File: config.mk
export PLATFORM = sky130hd
export DESIGN_NAME = mult_rr_scheduler_flat
export DESIGN_NICKNAME = d
export VERILOG_FILES = /design/src/rtl/mult_rr_scheduler_if.sv /design/src/rtl/mult_rr_scheduler.sv /design/src/flat_wrapper.sv
export SDC_FILE = /design/constraint.sdc
export NUM_CORES = 1
export LEC_CHECK = 0
export CAP_MARGIN = 20
export CORE_UTILIZATION = 43
export CTS_BUF_LIST = sky130_fd_sc_hd__clkbuf_2 sky130_fd_sc_hd__clkbuf_4 sky130_fd_sc_hd__clkbuf_8
export DETAILED_ROUTE_END_ITERATION = 12
export PLACE_DENSITY = 0.81
export SETUP_SLACK_MARGIN = 0.05
export SYNTH_ARGS = -nofsm -noshare
export SYNTH_HDL_FRONTEND = slang
export SYNTH_SLANG_ARGS = --single-unit
File: constraint.sdc
create_clock -name clk -period 1.6 [get_ports clk]
set_input_delay 0.4 -clock clk [delete_from_list [all_inputs] [get_ports clk]]
set_output_delay 0.4 -clock clk [all_outputs]
set_load 0.05 [all_outputs]
File: src/rtl/mult_rr_scheduler_if.sv
// Client and multiplier pins of the round-robin multiplier scheduler.
// The scheduler uses the slave modport; client and multiplier logic use master.
interface mult_rr_scheduler_if #(
  parameter int L_WORD = 4
);
  logic [3:0]            req;
  logic [4*L_WORD-1:0]   a_bus;
  logic [4*L_WORD-1:0]   b_bus;
  logic [3:0]            gnt;
  logic [3:0]            done;
  logic [2*L_WORD-1:0]   result;
  logic                  err;
  logic                  busy;
  logic [L_WORD-1:0]     mul_word1;
  logic [L_WORD-1:0]     mul_word2;
  logic                  mul_start;
  logic                  mul_ready;
  logic [2*L_WORD-1:0]   mul_final_product;

  modport slave (
    input  req, a_bus, b_bus, mul_ready, mul_final_product,
    output gnt, done, result, err, busy, mul_word1, mul_word2, mul_start
  );

  modport master (
    output req, a_bus, b_bus, mul_ready, mul_final_product,
    input  gnt, done, result, err, busy, mul_word1, mul_word2, mul_start
  );
endinterface

File: src/rtl/mult_rr_scheduler.sv
// Round-robin scheduler sharing one shift-add multiplier among four requesters.
// Grant 1 cycle after req, start 1 cycle later; stalls on mul_ready, aborts with err after TIMEOUT cycles.
module mult_rr_scheduler #(
  parameter int L_WORD  = 4,
  parameter int TIMEOUT = 64
) (
  input logic               clk,
  input logic               rst,
  mult_rr_scheduler_if.slave bus
);
  localparam int CW = (TIMEOUT > 1) ? $clog2(TIMEOUT) : 1;

  typedef enum logic [1:0] {
    IDLE  = 2'd0,
    ISSUE = 2'd1,
    RUN   = 2'd2,
    DONE  = 2'd3
  } state_t;

  state_t                state;
  logic [1:0]            rr_ptr;
  logic [1:0]            win;
  logic [1:0]            pick;
  logic                  pick_vld;
  logic [CW-1:0]         tmo_cnt;
  logic [3:0]            gnt_q;
  logic [3:0]            done_q;
  logic [2*L_WORD-1:0]   result_q;
  logic                  err_q;
  logic                  busy_q;
  logic                  start_q;
  logic [L_WORD-1:0]     word1_q;
  logic [L_WORD-1:0]     word2_q;

  // Scan from the farthest offset down so the nearest requester after rr_ptr wins.
  always_comb begin
    pick     = rr_ptr;
    pick_vld = 1'b0;
    for (int k = 3; k >= 0; k--) begin
      if (bus.req[rr_ptr + 2'(k)]) begin
        pick     = rr_ptr + 2'(k);
        pick_vld = 1'b1;
      end
    end
  end

  always_ff @(posedge clk or posedge rst) begin
    if (rst) begin
      state    <= IDLE;
      rr_ptr   <= '0;
      win      <= '0;
      tmo_cnt  <= '0;
      gnt_q    <= '0;
      done_q   <= '0;
      result_q <= '0;
      err_q    <= 1'b0;
      busy_q   <= 1'b0;
      start_q  <= 1'b0;
      word1_q  <= '0;
      word2_q  <= '0;
    end else begin
      done_q <= '0;
      case (state)
        IDLE: begin
          if (pick_vld && bus.mul_ready) begin
            gnt_q   <= 4'b0001 << pick;
            win     <= pick;
            word1_q <= bus.a_bus[int'(pick)*L_WORD +: L_WORD];
            word2_q <= bus.b_bus[int'(pick)*L_WORD +: L_WORD];
            tmo_cnt <= '0;
            busy_q  <= 1'b1;
            state   <= ISSUE;
          end
        end
        ISSUE, RUN: begin
          if (tmo_cnt == CW'(TIMEOUT - 1)) begin
            result_q <= '0;
            err_q    <= 1'b1;
            start_q  <= 1'b0;
            done_q   <= gnt_q;
            state    <= DONE;
          end else begin
            tmo_cnt <= tmo_cnt + 1'b1;
            if (state == ISSUE) begin
              // Ready falling is the multiplier's acknowledgement of start.
              if (!bus.mul_ready) begin
                start_q <= 1'b0;
                state   <= RUN;
              end else begin
                start_q <= 1'b1;
              end
            end else if (bus.mul_ready) begin
              result_q <= bus.mul_final_product;
              err_q    <= 1'b0;
              done_q   <= gnt_q;
              state    <= DONE;
            end
          end
        end
        DONE: begin
          gnt_q  <= '0;
          busy_q <= 1'b0;
          rr_ptr <= win + 2'd1;
          state  <= IDLE;
        end
        default: state <= IDLE;
      endcase
    end
  end

  assign bus.gnt       = gnt_q;
  assign bus.done      = done_q;
  assign bus.result    = result_q;
  assign bus.err       = err_q;
  assign bus.busy      = busy_q;
  assign bus.mul_start = start_q;
  assign bus.mul_word1 = word1_q;
  assign bus.mul_word2 = word2_q;
endmodule

File: src/flat_wrapper.sv
// flat-port wrapper written by rule: the top's interface ports become plain ports
module mult_rr_scheduler_flat 
#(
  parameter int L_WORD  = 4,
  parameter int TIMEOUT = 64
)
  (clk, rst, bus_req, bus_a_bus, bus_b_bus, bus_mul_ready, bus_mul_final_product, bus_gnt, bus_done, bus_result, bus_err, bus_busy, bus_mul_word1, bus_mul_word2, bus_mul_start);
  mult_rr_scheduler_if #(.L_WORD(L_WORD)) bus_i ();
  input logic clk;
  input logic rst;
  input wire logic [$bits(bus_i.req)-1:0] bus_req;
  input wire logic [$bits(bus_i.a_bus)-1:0] bus_a_bus;
  input wire logic [$bits(bus_i.b_bus)-1:0] bus_b_bus;
  input wire logic [$bits(bus_i.mul_ready)-1:0] bus_mul_ready;
  input wire logic [$bits(bus_i.mul_final_product)-1:0] bus_mul_final_product;
  output wire logic [$bits(bus_i.gnt)-1:0] bus_gnt;
  output wire logic [$bits(bus_i.done)-1:0] bus_done;
  output wire logic [$bits(bus_i.result)-1:0] bus_result;
  output wire logic [$bits(bus_i.err)-1:0] bus_err;
  output wire logic [$bits(bus_i.busy)-1:0] bus_busy;
  output wire logic [$bits(bus_i.mul_word1)-1:0] bus_mul_word1;
  output wire logic [$bits(bus_i.mul_word2)-1:0] bus_mul_word2;
  output wire logic [$bits(bus_i.mul_start)-1:0] bus_mul_start;
  assign bus_i.req = bus_req;
  assign bus_i.a_bus = bus_a_bus;
  assign bus_i.b_bus = bus_b_bus;
  assign bus_i.mul_ready = bus_mul_ready;
  assign bus_i.mul_final_product = bus_mul_final_product;
  assign bus_gnt = bus_i.gnt;
  assign bus_done = bus_i.done;
  assign bus_result = bus_i.result;
  assign bus_err = bus_i.err;
  assign bus_busy = bus_i.busy;
  assign bus_mul_word1 = bus_i.mul_word1;
  assign bus_mul_word2 = bus_i.mul_word2;
  assign bus_mul_start = bus_i.mul_start;
  mult_rr_scheduler #(.L_WORD(L_WORD), .TIMEOUT(TIMEOUT)) u_core (.clk(clk), .rst(rst), .bus(bus_i));
endmodule
Word level (Yosys, flattened, before mapping)
Index checks and enable logic that the tools add are counted.
{"block": "classes", "n_addsub": 5, "n_lt_le_gt_ge": 4, "n_eq_ne": 9, "shift": 3, "n_mux": 42, "n_reduce_logical": 13}
{"operator": "$shiftx A16 B5 Y4", "n": 2}
{"operator": "$mux W8", "n": 3}
{"operator": "$mux W4", "n": 5}
{"operator": "$mux W2", "n": 9}
{"operator": "$mux W1", "n": 15}
{"operator": "$lt A2 B3 Y1 const B", "n": 4}
{"operator": "$mux W6", "n": 2}
{"operator": "$pmux W6 S2", "n": 1}
{"operator": "$reduce_and A3 Y1", "n": 3}
{"operator": "$bmux W1 S2", "n": 4}
{"operator": "$pmux W4 S2", "n": 1}
{"operator": "$reduce_bool A2 Y1", "n": 4}
{"operator": "$add A6 B1 Y6 const B", "n": 1}
{"operator": "$eq A6 B6 Y1 const B", "n": 1}
{"operator": "$pmux W2 S3", "n": 1}
{"operator": "$reduce_and A2 Y1", "n": 3}
{"operator": "$add A2 B1 Y2 const B", "n": 2}
{"operator": "$add A2 B2 Y2 const B", "n": 2}
{"operator": "$eq A2 B2 Y1 const B", "n": 2}
{"operator": "$ne A2 B1 Y1 const B", "n": 2}
{"operator": "$ne A4 B2 Y1 const B", "n": 1}
{"operator": "$ne A4 B3 Y1 const B", "n": 1}
{"operator": "$shl A1 B2 Y4 const A", "n": 1}
{"operator": "$eq A2 B1 Y1 const B", "n": 1}
{"operator": "other kinds (5)", "n": 5}
{"block": "word_totals", "ff_bits": 39, "input_bits": 47, "out_inout_bits": 27, "word_cells": 88}

Logic depth before layout (Yosys ltp)
Gate-level depths: netlist of the first run.
{"block": "depth", "word_depth": 10, "depth_mapped": 8, "ltp_nobuf": 7}

Worst setup path after synthesis of the first run
OpenSTA, ideal clock, no wires.
{"block": "synth_timing", "path_type": "register to register", "start": "register u_core.state[0]", "end": "register u_core.tmo_cnt[5]", "setup_time_ps": 126, "t_arrival_ps": 1609, "required_time_ps": 1474, "setup_slack_ps": -134, "path_stages_with_launch": 8, "n_path_buf": 0, "synth_period_minus_slack_ps": 1734, "path_cell_list": "dfrtp_1 inv_1 ha_1 or2_2 and3_1 and3_1 xnor2_1 nor2_1"}
{"block": "synth_between", "elab_chain_cells": 4, "word_cells_on_any_way": 9, "classes_between": "eq/ne: 4; mux: 1; reduce/logical: 4"}
{"element": "start, declared", "line": "mult_rr_scheduler.sv:20", "source": "state_t state;"}
{"element": "start signal, assigned", "line": "mult_rr_scheduler.sv:49", "source": "state <= IDLE;"}
{"element": "start signal, assigned", "line": "mult_rr_scheduler.sv:72", "source": "state <= ISSUE;"}
{"element": "start signal, assigned", "line": "mult_rr_scheduler.sv:81", "source": "state <= DONE;"}
{"element": "$eq A2 B2 Y1 / $eq A2 B1 Y1 (equally long branches)", "line": "mult_rr_scheduler.sv:63", "source": "case (state)"}
{"element": "$reduce_or A2 Y1", "line": "mult_rr_scheduler.sv:63"}
{"element": "$ne A2 B2 Y1 (no source line) / $reduce_bool A2 Y1 (equally long branches)"}
{"element": "$reduce_and A3 Y1 (no source line)"}
{"element": "end signal, assigned", "line": "mult_rr_scheduler.sv:83", "source": "tmo_cnt <= tmo_cnt + 1'b1;"}
{"element": "end, declared", "line": "mult_rr_scheduler.sv:25", "source": "logic [CW-1:0] tmo_cnt;"}
Parallel ways exist; a longest one is shown, timed or not.
A chain may end at the register's enable or synchronous reset.

Final worst setup path of the first run
{"block": "layout_timing", "start": "register u_core.rr_ptr[0]", "end": "register u_core.word2_q[3] (netlist: u_core.bus.mul_word2[3])"}
{"block": "layout_between", "elab_chain_cells": 9, "word_cells_on_any_way": 22, "classes_between": "add/sub: 3; shift: 1; mux: 16; reduce/logical: 2"}
{"element": "start, declared", "line": "mult_rr_scheduler.sv:21", "source": "logic [1:0] rr_ptr;"}
{"element": "start signal, assigned", "line": "mult_rr_scheduler.sv:103", "source": "rr_ptr <= win + 2'd1;"}
{"element": "parallel branches: the longest is 9 deep, another holds $add A2 B2 Y2"}
{"element": "end signal, assigned", "line": "mult_rr_scheduler.sv:69", "source": "word2_q <= bus.b_bus[int'(pick)*L_WORD +: L_WORD];"}
{"element": "end, declared", "line": "mult_rr_scheduler.sv:33", "source": "logic [L_WORD-1:0] word2_q;"}
Parallel ways; which one is timed is not known. The select of a mux whose other input is x is not followed.

==> summary.md, run 1 <==
| Metric | Value |
|---|---|
| Outcome | `finished with violations` |
| Die Y | `between 70 and 80 um` |
| Die span in x | `about 73 um` |
| Synth area leaders | `dfrtp_1 45%, nand2_1 3.9%, mux2i_1 3.7%` |
| Unrepaired setup endpoints after global routing | `yes` |
| # port buffers | `73` |
| Worst-Skew Late Latency | `approximately 310 ps` |
| Highest Clock Rate | `approximately 0.57 GHz` |
| Comb pwr share | `0.680` |
| Mapped Avg Cell Area | `9.90 um^2` |
| Post-Syn Nets | `272` |
| Seq pwr share | `0.230` |
| Adder-cell share of the synthesized area | `0.0229` |
| Kind of critical path | `flop to flop` |
| Max Root-Sink Buffers | `2` |
| Synthesized cell area | `approximately 2200 um^2` |
| DP Wirelength | `about 4.6 mm` |
| Worst Skew | `approximately 7 ps` |
| Drt initial violations | `~190` |
| CP Max Fanout | `3` |
| Post-Route WL | `between 7 and 8 mm` |
| RR Startpoint | `u_core.rr_ptr[0]` |
| Tmin final | `between 1500 and 2000 ps` |
| Leakage power | `about 1.7 nW` |
| Vias per cell | `roughly 5.6` |
| CTS tree | `done` |
| Most frequent cells in the layout | `45 x buf_4, 41 x clkdlybuf4s50_1, 39 x dfrtp_1` |
| Hold Crit Class | `input port to asynchronous set/reset pin` |
| Yosys cell types | `46` |
| # setup viols final | `15` |
| Failing checks | `setup timing` |
| Average routed wire per standard cell | `18.5 um` |
| Simple-Gate Fraction of Synth Area | `0.182` |
| Clock root buffer | `clkbuf_8` |
| CP arrival | `1980 ps` |
| TNS Setup | `-1380 ps` |
| Antenna violations before repair | `0` |
| Slew margin rel. | `0.746` |
| Number of synthesis warnings | `0` |
| Fin. Hold Viols | `0` |
| Gate Count Post-Synth | `about 220` |
| Async set or reset register ratio after synthesis | `1.00` |
| Filler Cell Count | `roughly 270` |
| Worst-margin pin slew | `between 300 and 400 ps` |
| Clock share of power | `0.090` |
| Worst Path Required | `1830 ps` |
| Number of global-route vias before repair | `2213` |
| Critical Path End Type | `flop` |
| Final period utilization | `1.09` |
| GRT overflow | `0` |
| Routability cong. | `a little over 0.8` |
| Tot GR Track Use | `0.260` |
| RR Endpoint | `u_core.bus.mul_word2[3]` |
| DR vias | `~2300` |
| Power Internal | `between 4 and 5 mW` |
| Die Area | `around 5400 um^2` |
| Area Growth Syn to Fin | `82.4%` |
| Row cnt | `25` |
| Initial core utilization | `0.454` |
| Post-synth EDFFs | `0` |
| Post-synthesis compound-gate area fraction | `0.241` |
| Number of cells on the worst reg-to-reg path | `8` |
| Area share of the largest cell type after synthesis | `0.446` |
| Total power per unit cell area | `a little under 2000 nW/um^2` |
| First-pass GRT wire length | `between 10 and 15 mm` |
| Sequential-to-total area share from yosys stat | `0.446` |
| Post-synthesis mux area share | `0.0366` |
| Synth Register Bits | `39` |
| Clk slew on worst S/H paths | `approximately 90 ps` |
| H-tree depth | `2` |
| Main combinational cell family by area after synthesis | `compound AO/OA/AOI/OAI gates` |
| Synth area leader | `dfrtp_1` |
| Layout Nets | `397` |
| Post-synth top flop | `dfrtp_1` |
| Commonest non-fill, non-tap cell in the layout | `buf_4` |
| Crit path launch type | `flop` |
| Antenna Cells | `0` |
| Synth Area in XOR/XNOR | `0.0240` |
| # IOs | `between 70 and 80` |
| WHS | `460 ps` |
| Register-to-register setup slack | `-150 ps` |
| Final Max Slew Viols | `0` |
| Maximum VDD drop | `between 1.5 and 2 mV` |
| Total CTS buffers | `5` |
| Max Cap Viol | `0` |
| Largest net degree at the start of global routing | `40` |
| Worst setup margin | `-151 ps` |
| Layout cells sized above 1 | `0.406` |
| Drt drc | `0` |
| Post-DRT Antenna Nets | `0` |
| CTS Sinks | `39` |
| Switching Power | `approximately 3.5 mW` |
| Switching share of power | `0.449` |
| Core ar. | `4820 um^2` |
| Drt first pass iters | `5` |
-- Yosys cell counts, types with 4 or more instances --
master / count
ha_1: 4
dfrtp_1: 39
a22o_1: 8
xnor2_1: 4
and2_1: 4
a21oi_1: 6
o22ai_1: 5
and3_1: 5
inv_1: 9
nand2_1: 23
o211ai_1: 7
a21o_1: 8
o21ai_0: 14
mux2i_1: 8
nor2_1: 18
nand3_1: 10
-- power by group through the flow --
stage	Combinational, mW	Clock (mW)	Sequential [mW]
floorplan	1.74	0	2.50
global placement	4.40	0	1.77
detailed placement	4.54	0	1.79
CTS	4.76	0.710	1.78
global route	5.60	0.768	1.84
finish	5.35	0.706	1.81
-- final cells by class --
type	instances	area, um^2	share of cell area
inverter	9	33.8	0.00847
timing repair buffer	128	1490	0.373
clock inverter	3	23.8	0.00596
multi-input combinational	163	1310	0.329
tap	67	83.8	0.0210
sequential	39	976	0.245
clock buffer	5	68.8	0.0172
-- worst max-delay path, cell delays in order, from the launching register on --
cell and delay, ps:
dfrtp_1 410, buf_4 150, nor2b_1 220, buf_4 180, o21a_1 200, buf_4 150
o21ai_0 110, a21o_1 200, o211ai_2 70
-- timing repair --
action / CTS / global route
pin swaps: 11 / 15
setup buffers: 9 / 7
hold buffers: 0 / 0
gates cloned: 1 / 1
endpoints found under the setup margin: 35 / 34
resized for setup: 21 / 44
-- cells by family (layout without fill, tap and decap cells) --
family / Yosys count / count (layout)
compound gates: 68 / 68
xor+xnor: 6 / 6
fa+ha+maj: 4 / 4
buf+inv: 20 / 145
flops: 39 / 39
mux: 8 / 8
simple gates: 76 / 77
-- per-stage QoR --
stage	power [mW]	cells	util	instance area, um^2	setup WS, ps
after floorplan	4.24	221	-	2250	-27.2
after global placement	6.17	388	0.739	3560	-655
after detailed placement	6.32	388	0.739	3560	-708
after CTS	7.25	406	0.782	3770	-41.9
after global routing	8.21	414	0.828	3990	-223
final	7.87	414	0.828	3990	-151
-- sequential cells by signal, indices dropped and copies added, names as in the netlist --
name / flops
u_core.bus.busy: 1
u_core.bus.result: 8
u_core.bus.mul_word1: 4
u_core.win: 2
u_core.bus.done: 4
u_core.state: 2
u_core.bus.gnt: 4
u_core.bus.err: 1
u_core.bus.mul_start: 1
u_core.rr_ptr: 2
u_core.tmo_cnt: 6
u_core.bus.mul_word2: 4
-- layer usage --
metal | GRT usage | routed length [um] | vias to the layer above
met1 | 0.295 | 2940 | 1138
met5 | 0 | 0 | -
met4 | 0.143 | 194 | 0
met3 | 0.0672 | 564 | 21
li1 | - | - | 1039
met2 | 0.447 | 3960 | 123
-- how the worst max path moves through the flow --
stage / cells past startpoint / slack, ps / from / endpoint
global route: 8 / -220 / u_core.state[1] / u_core.bus.mul_word2[0]
floorplan: 7 / -30 / u_core.rr_ptr[1] / u_core.bus.mul_word2[3]
CTS: 6 / -40 / u_core.rr_ptr[0] / u_core.bus.mul_word2[3]
global placement: 7 / -660 / bus_req[2] / u_core.bus.mul_word2[0]
finish: 8 / -150 / u_core.rr_ptr[0] / u_core.bus.mul_word2[3]
detailed placement: 8 / -710 / bus_req[3] / u_core.bus.mul_word2[0]
Power figures use the tool's default switching activity.
==> run 2, diff against run 1 <==
--- a/config.mk
+++ b/config.mk
@@ -12,4 +12,5 @@
 export PLACE_DENSITY = 0.81
 export SETUP_SLACK_MARGIN = 0.05
+export SKIP_LAST_GASP = 1
 export SYNTH_ARGS = -nofsm -noshare
 export SYNTH_HDL_FRONTEND = slang
==> constraint.sdc (replaced) <==
create_clock -name clk -period 1.6 [get_ports clk]
set_input_delay 0.4 -clock clk [delete_from_list [all_inputs] [get_ports clk]]
set_output_delay 0.4 -clock clk [all_outputs]
set_load 0.02 [all_outputs]
==> summary.md, run 2 (synthesis results as in run 1) <==
| Metric | Value |
|---|---|
| Total power per unit cell area | `between 1500 and 2000 nW/um^2` |
| Final Max Slew Viols | `0` |
| Max reg flops | `8` |
| Critical Path End Type | `flop` |
| # port buffers | `73` |
| CTS tree | `done` |
| Total CTS buffers | `5` |
| GRT overflow | `0` |
| Row cnt | `25` |
| DR vias | `around 2100` |
| Final non-filler cell total | `406` |
| Post-Route WL | `between 5 and 6 mm` |
| Maximum VDD drop | `1.10 mV` |
| Storage cell area | `976 um^2` |
| Tot GR Track Use | `0.238` |
| Filler Cell Count | `approximately 350` |
| Post-DRT Antenna Nets | `0` |
| Worst Path Required | `1820 ps` |
| First-pass GRT wire length | `9.80 mm` |
| Kind of critical path | `flop to flop` |
| Worst Skew | `4.96 ps` |
| Leakage power | `approximately 1.6 nW` |
| # setup viols final | `12` |
| Cts-stage hold buffer count | `0` |
| Layout Nets | `around 390` |
| Dpl cell area | `between 3000 and 4000 um^2` |
| CP arrival | `1900 ps` |
| Register-to-register setup slack | `-80 ps` |
| Switching share of power | `0.411` |
| Seq pwr share | `0.274` |
| Antenna Cells | `0` |
| Max Root-Sink Buffers | `2` |
| Routability cong. | `between 0.7 and 0.8` |
| Number of global-route vias before repair | `about 2200` |
| Hold Crit Class | `input port to asynchronous set/reset pin` |
| CP Max Fanout | `3` |
| Max Cap Viol | `0` |
| TNS Setup | `-591 ps` |
| WHS | `between 400 and 500 ps` |
| Final Power | `5.90 mW` |
| Clock share of power | `0.119` |
| Worst-Skew Late Latency | `290 ps` |
| Clock root buffer | `clkbuf_8` |
| Die Area | `~5400 um^2` |
| Multi-input logic area | `approximately 1200 um^2` |
| Unrepaired setup endpoints after global routing | `yes` |
| Slew margin rel. | `0.758` |
| Vias per cell | `between 5 and 6` |
| Die Y | `73.3 um` |
| Clk slew on worst S/H paths | `roughly 90 ps` |
| Area Growth Syn to Fin | `61.6%` |
| Average routed wire per standard cell | `about 15 um` |
| Initial core utilization | `0.454` |
| # IOs | `between 70 and 80` |
| Post-layout instance area | `3530 um^2` |
| Placed cell count | `between 300 and 400` |
| H-tree depth | `2` |
| Power Internal | `3.47 mW` |
| Layout cells sized above 1 | `0.280` |
| Final period utilization | `1.05` |
| Antenna violations before repair | `0` |
| Comb pwr share | `0.608` |
| Drt first pass iters | `4` |
| DP Wirelength | `4.28 mm` |
| Switching Power | `about 2.4 mW` |
| Fin. Hold Viols | `0` |
| Failing checks | `setup timing` |
| Die span in x | `73.3 um` |
| Highest Clock Rate | `0.596 GHz` |
| Crit path launch type | `flop` |
| Most frequent cells in the layout | `41 x clkdlybuf4s50_1, 41 x buf_4, 39 x dfrtp_1` |
| Core ar. | `roughly 4800 um^2` |
| Worst setup margin | `-79.1 ps` |
| CTS Sinks | `39` |
| Worst-margin pin slew | `roughly 360 ps` |
| Tmin final | `1680 ps` |
| Drt initial violations | `81` |
| Largest net degree at the start of global routing | `40` |
| Outcome | `finished with violations` |
| Drt drc | `0` |
[run 2: path summary, 6_finish.rpt]
| kind | startpoint | to | depth (start not counted) |
|---|---|---|---|
| worst max-delay path | u_core.rr_ptr[1] | u_core.bus.gnt[2] | 7 |
| min in group clk | u_core.bus.mul_start | u_core.bus.mul_start | 2 |
| worst min-delay path | rst | u_core.bus.done[1] | 3 |
| worst min register to register | u_core.bus.mul_start | u_core.bus.mul_start | 2 |
| max in group asynchronous | rst | u_core.tmo_cnt[4] | 3 |
| worst max register to register | u_core.rr_ptr[1] | u_core.bus.gnt[2] | 7 |
[run 2: stage by stage]
stage	utilization	setup WS, ps
after floorplan	-	-27.2
after global placement	0.686	-678
after detailed placement	0.686	-754
after CTS	0.718	-70.8
after global routing	0.734	-174
final	0.734	-79.1
[run 2: worst max-delay path, cell delays in order, from the launching register on]
cell	delay (ps)
dfrtp_1	430
nor2b_4	150
buf_6	110
a2111oi_4	360
buf_4	180
nor2_2	40
o31a_1	230
o22ai_1	100
[run 2: repair_timing]
item	in CTS	in global routing
setup buffers	6	2
endpoints found under the hold margin	0	0
setup endpoints to repair	61	31
gates resized for setup	60	13
pin swaps	15	11
[run 2: final cells by class]
class	instances	area share
timing repair buffer	121	0.313
multi-input combinational	162	0.351
clock buffer	5	0.0195
tap	67	0.0237
inverter	9	0.00956
clock inverter	3	0.00673
sequential	39	0.276
[run 2: metal layers]
layer | vias up | global-route usage | share of wire
li1 | 1028 | - | -
met1 | 1025 | 0.295 | 0.43
met4 | 0 | 0.0641 | 0.0042
met3 | 4 | 0.0713 | 0.072
met2 | 66 | 0.405 | 0.49
met5 | - | 0 | 0
[run 2: power by group through the flow]
stage	combinational, mW	clock, mW	sequential, mW
after floorplan	1.73	0	1.93
after global placement	3.34	0	1.62
after detailed placement	3.44	0	1.63
after CTS	3.43	0.711	1.61
after global routing	3.90	0.760	1.66
final	3.58	0.699	1.61
==> run 3, diff against run 2 <==
Settings changed: CELL_PAD_IN_SITES_DETAIL_PLACEMENT set to 0, CELL_PAD_IN_SITES_GLOBAL_PLACEMENT set to 1, CORE_UTILIZATION 43 to 32.
==> summary.md, run 3 (synthesis results as in run 1) <==
| Metric | Value |
|---|---|
| Outcome | `finished with violations` |
| Failing checks | `DRC, setup timing` |
| CP Cell Sequence | `nor2b_4, a2111o_2, nand2_4, mux2i_1, o211ai_1` |
| Post-DRT Antenna Nets | `0` |
| Highest Clock Rate | `approximately 0.6 GHz` |
| RR Startpoint | `u_core.rr_ptr[1]` |
| Max Root-Sink Buffers | `2` |
| RR Endpoint | `u_core.bus.mul_word1[3]` |
| Core ar. | `6460 um^2` |
| CP Max Fanout | `5` |
| Seq pwr share | `0.265` |
| Tot GR Track Use | `0.174` |
| Switching share of power | `0.419` |
| Comb pwr share | `0.620` |
| TNS Setup | `-485 ps` |
| Crit path launch type | `flop` |
| Slowest stage delay, CP | `roughly 530 ps` |
| Number of cells on the worst reg-to-reg path | `5` |
| Routability cong. | `0.758` |
| Row cnt | `29` |
| Final Power | `6.05 mW` |
| Worst Path Required | `approximately 1800 ps` |
| Final period utilization | `1.05` |
| Die Y | `approximately 85 um` |
| Vias per cell | `~5` |
| Dpl cell area | `approximately 3300 um^2` |
| First-pass GRT wire length | `roughly 10 mm` |
| Fin. Hold Viols | `0` |
| Setup crit end | `u_core.bus.mul_word1[3]` |
| Drt first pass iters | `8` |
| Die span in x | `approximately 85 um` |
| H-tree depth | `2` |
| Clock root buffer | `clkbuf_8` |
| Slew margin rel. | `0.781` |
| Leakage power | `~1.7 nW` |
| Worst Path Buf+Inv | `0` |
| Hold Crit Class | `input port to asynchronous set/reset pin` |
| CP arrival | `approximately 1900 ps` |
| Total power per unit cell area | `1660 nW/um^2` |
| Critical Path End Type | `flop` |
| Most frequent cells in the layout | `41 x clkdlybuf4s50_1, 40 x buf_4, 39 x dfrtp_1` |
| Kind of critical path | `flop to flop` |
| Worst path depth | `5` |
| Layout cells sized above 1 | `0.320` |
| Layout Nets | `around 390` |
| Final non-filler cell total | `around 420` |
| CP startpoint | `u_core.rr_ptr[1]` |
| WHS | `between 400 and 500 ps` |
| Antenna Cells | `0` |
| Largest net degree at the start of global routing | `40` |
| # setup viols final | `10` |
| Post-layout instance area | `3650 um^2` |
| # IOs | `74` |
| GRT overflow | `0` |
| Maximum VDD drop | `0.870 mV` |
| Antenna violations before repair | `0` |
| Total CTS buffers | `5` |
| # port buffers | `73` |
| Clock share of power | `0.115` |
| Worst-margin pin slew | `328 ps` |
| Final Max Slew Viols | `0` |
| Drt drc | `8` |
| Average routed wire per standard cell | `around 15 um` |
| Pre-CTS setup slack | `-690 ps` |
| Delay-heaviest family, CP | `compound AO/OA/AOI/OAI gates` |
| DP Wirelength | `between 4 and 5 mm` |
| Worst-Skew Late Latency | `300 ps` |
| DR vias | `between 2000 and 2500` |
| Drt initial violations | `88` |
| Max reg flops | `8` |
| Placed cell count | `402` |
| Post-Route WL | `about 6.3 mm` |
| Tmin final | `around 1700 ps` |
| Unrepaired setup endpoints after global routing | `yes` |
| Area Growth Syn to Fin | `66.9%` |
| Worst setup margin | `-74.1 ps` |
| Slowest cell on the critical path | `a2111o_2` |
| Power Internal | `3.51 mW` |
| CTS Sinks | `39` |
| Initial core utilization | `0.339` |
| Number of global-route vias before repair | `2100` |
| CTS tree | `done` |
| Clk slew on worst S/H paths | `about 90 ps` |
| Commonest non-fill, non-tap cell in the layout | `clkdlybuf4s50_1` |
| Max Cap Viol | `0` |
| Final core occ | `0.565` |
| Register-to-register setup slack | `-70 ps` |
| Die Area | `roughly 7200 um^2` |
| Switching Power | `about 2.5 mW` |
| Worst Skew | `roughly 6.6 ps` |
run 3: cell types whose count changed in the layout (fill, tap and decap cells not counted), sizes merged:
cell | previous run | this run
buf | 51 | 54
clkdlybuf4s15 | 0 | 1
nand2 | 25 | 26
run 3: power by group through the flow:
stage / combinational, mW / clock (mW) / sequential [mW]
floorplan: 1.73 / 0 / 1.93
global placement: 3.32 / 0 / 1.62
detailed placement: 3.39 / 0 / 1.62
CTS: 3.47 / 0.711 / 1.60
global route: 4.10 / 0.747 / 1.65
finish: 3.76 / 0.694 / 1.60
run 3: layout make-up:
cell class / count / area [um^2]
fill: 581 / 2810
multi-input combinational: 163 / 1310
clock inverter: 3 / 23.8
sequential: 39 / 976
tap: 77 / 96.3
clock buffer: 5 / 68.8
timing repair buffer: 125 / 1140
inverter: 9 / 33.8
run 3: worst min-delay path by stage:
stage / to / slack [ps] / start
4_1_cts: u_core.bus.done[1] / 480 / rst
5_1_grt: u_core.bus.gnt[1] / 510 / rst
6_report: u_core.bus.done[3] / 470 / rst
3_5_place_dp: u_core.bus.mul_start / 480 / u_core.bus.mul_start
2_1_floorplan: u_core.rr_ptr[0] / 460 / u_core.win[0]
3_3_place_gp: u_core.bus.mul_start / 470 / u_core.bus.mul_start
run 3: worst register-to-register path: cells and delay by family, from the launching register on:
family           cells  cell delay (ps)
multiplexers         1              210
AND/OR/NAND/NOR      2              290
AO/OA/AOI/OAI        2              640
flip-flops           1              420
run 3: routing by layer:
layer	wire length (um)	global-route usage	part of all wire	vias to the layer above
li1	-	-	-	1037
met4	34	0.0308	0.0054	0
met2	2920	0.290	0.47	63
met5	0	0	0	-
met3	542	0.0531	0.087	6
met1	2760	0.224	0.44	1001
run 3: timing repair:
item / in CTS / in global routing
pin swaps: 22 / 29
hold buffers: 0 / 0
setup endpoints to repair: 63 / 31
resized for setup: 63 / 34
cloned: 1 / 0
setup buffers: 9 / 2
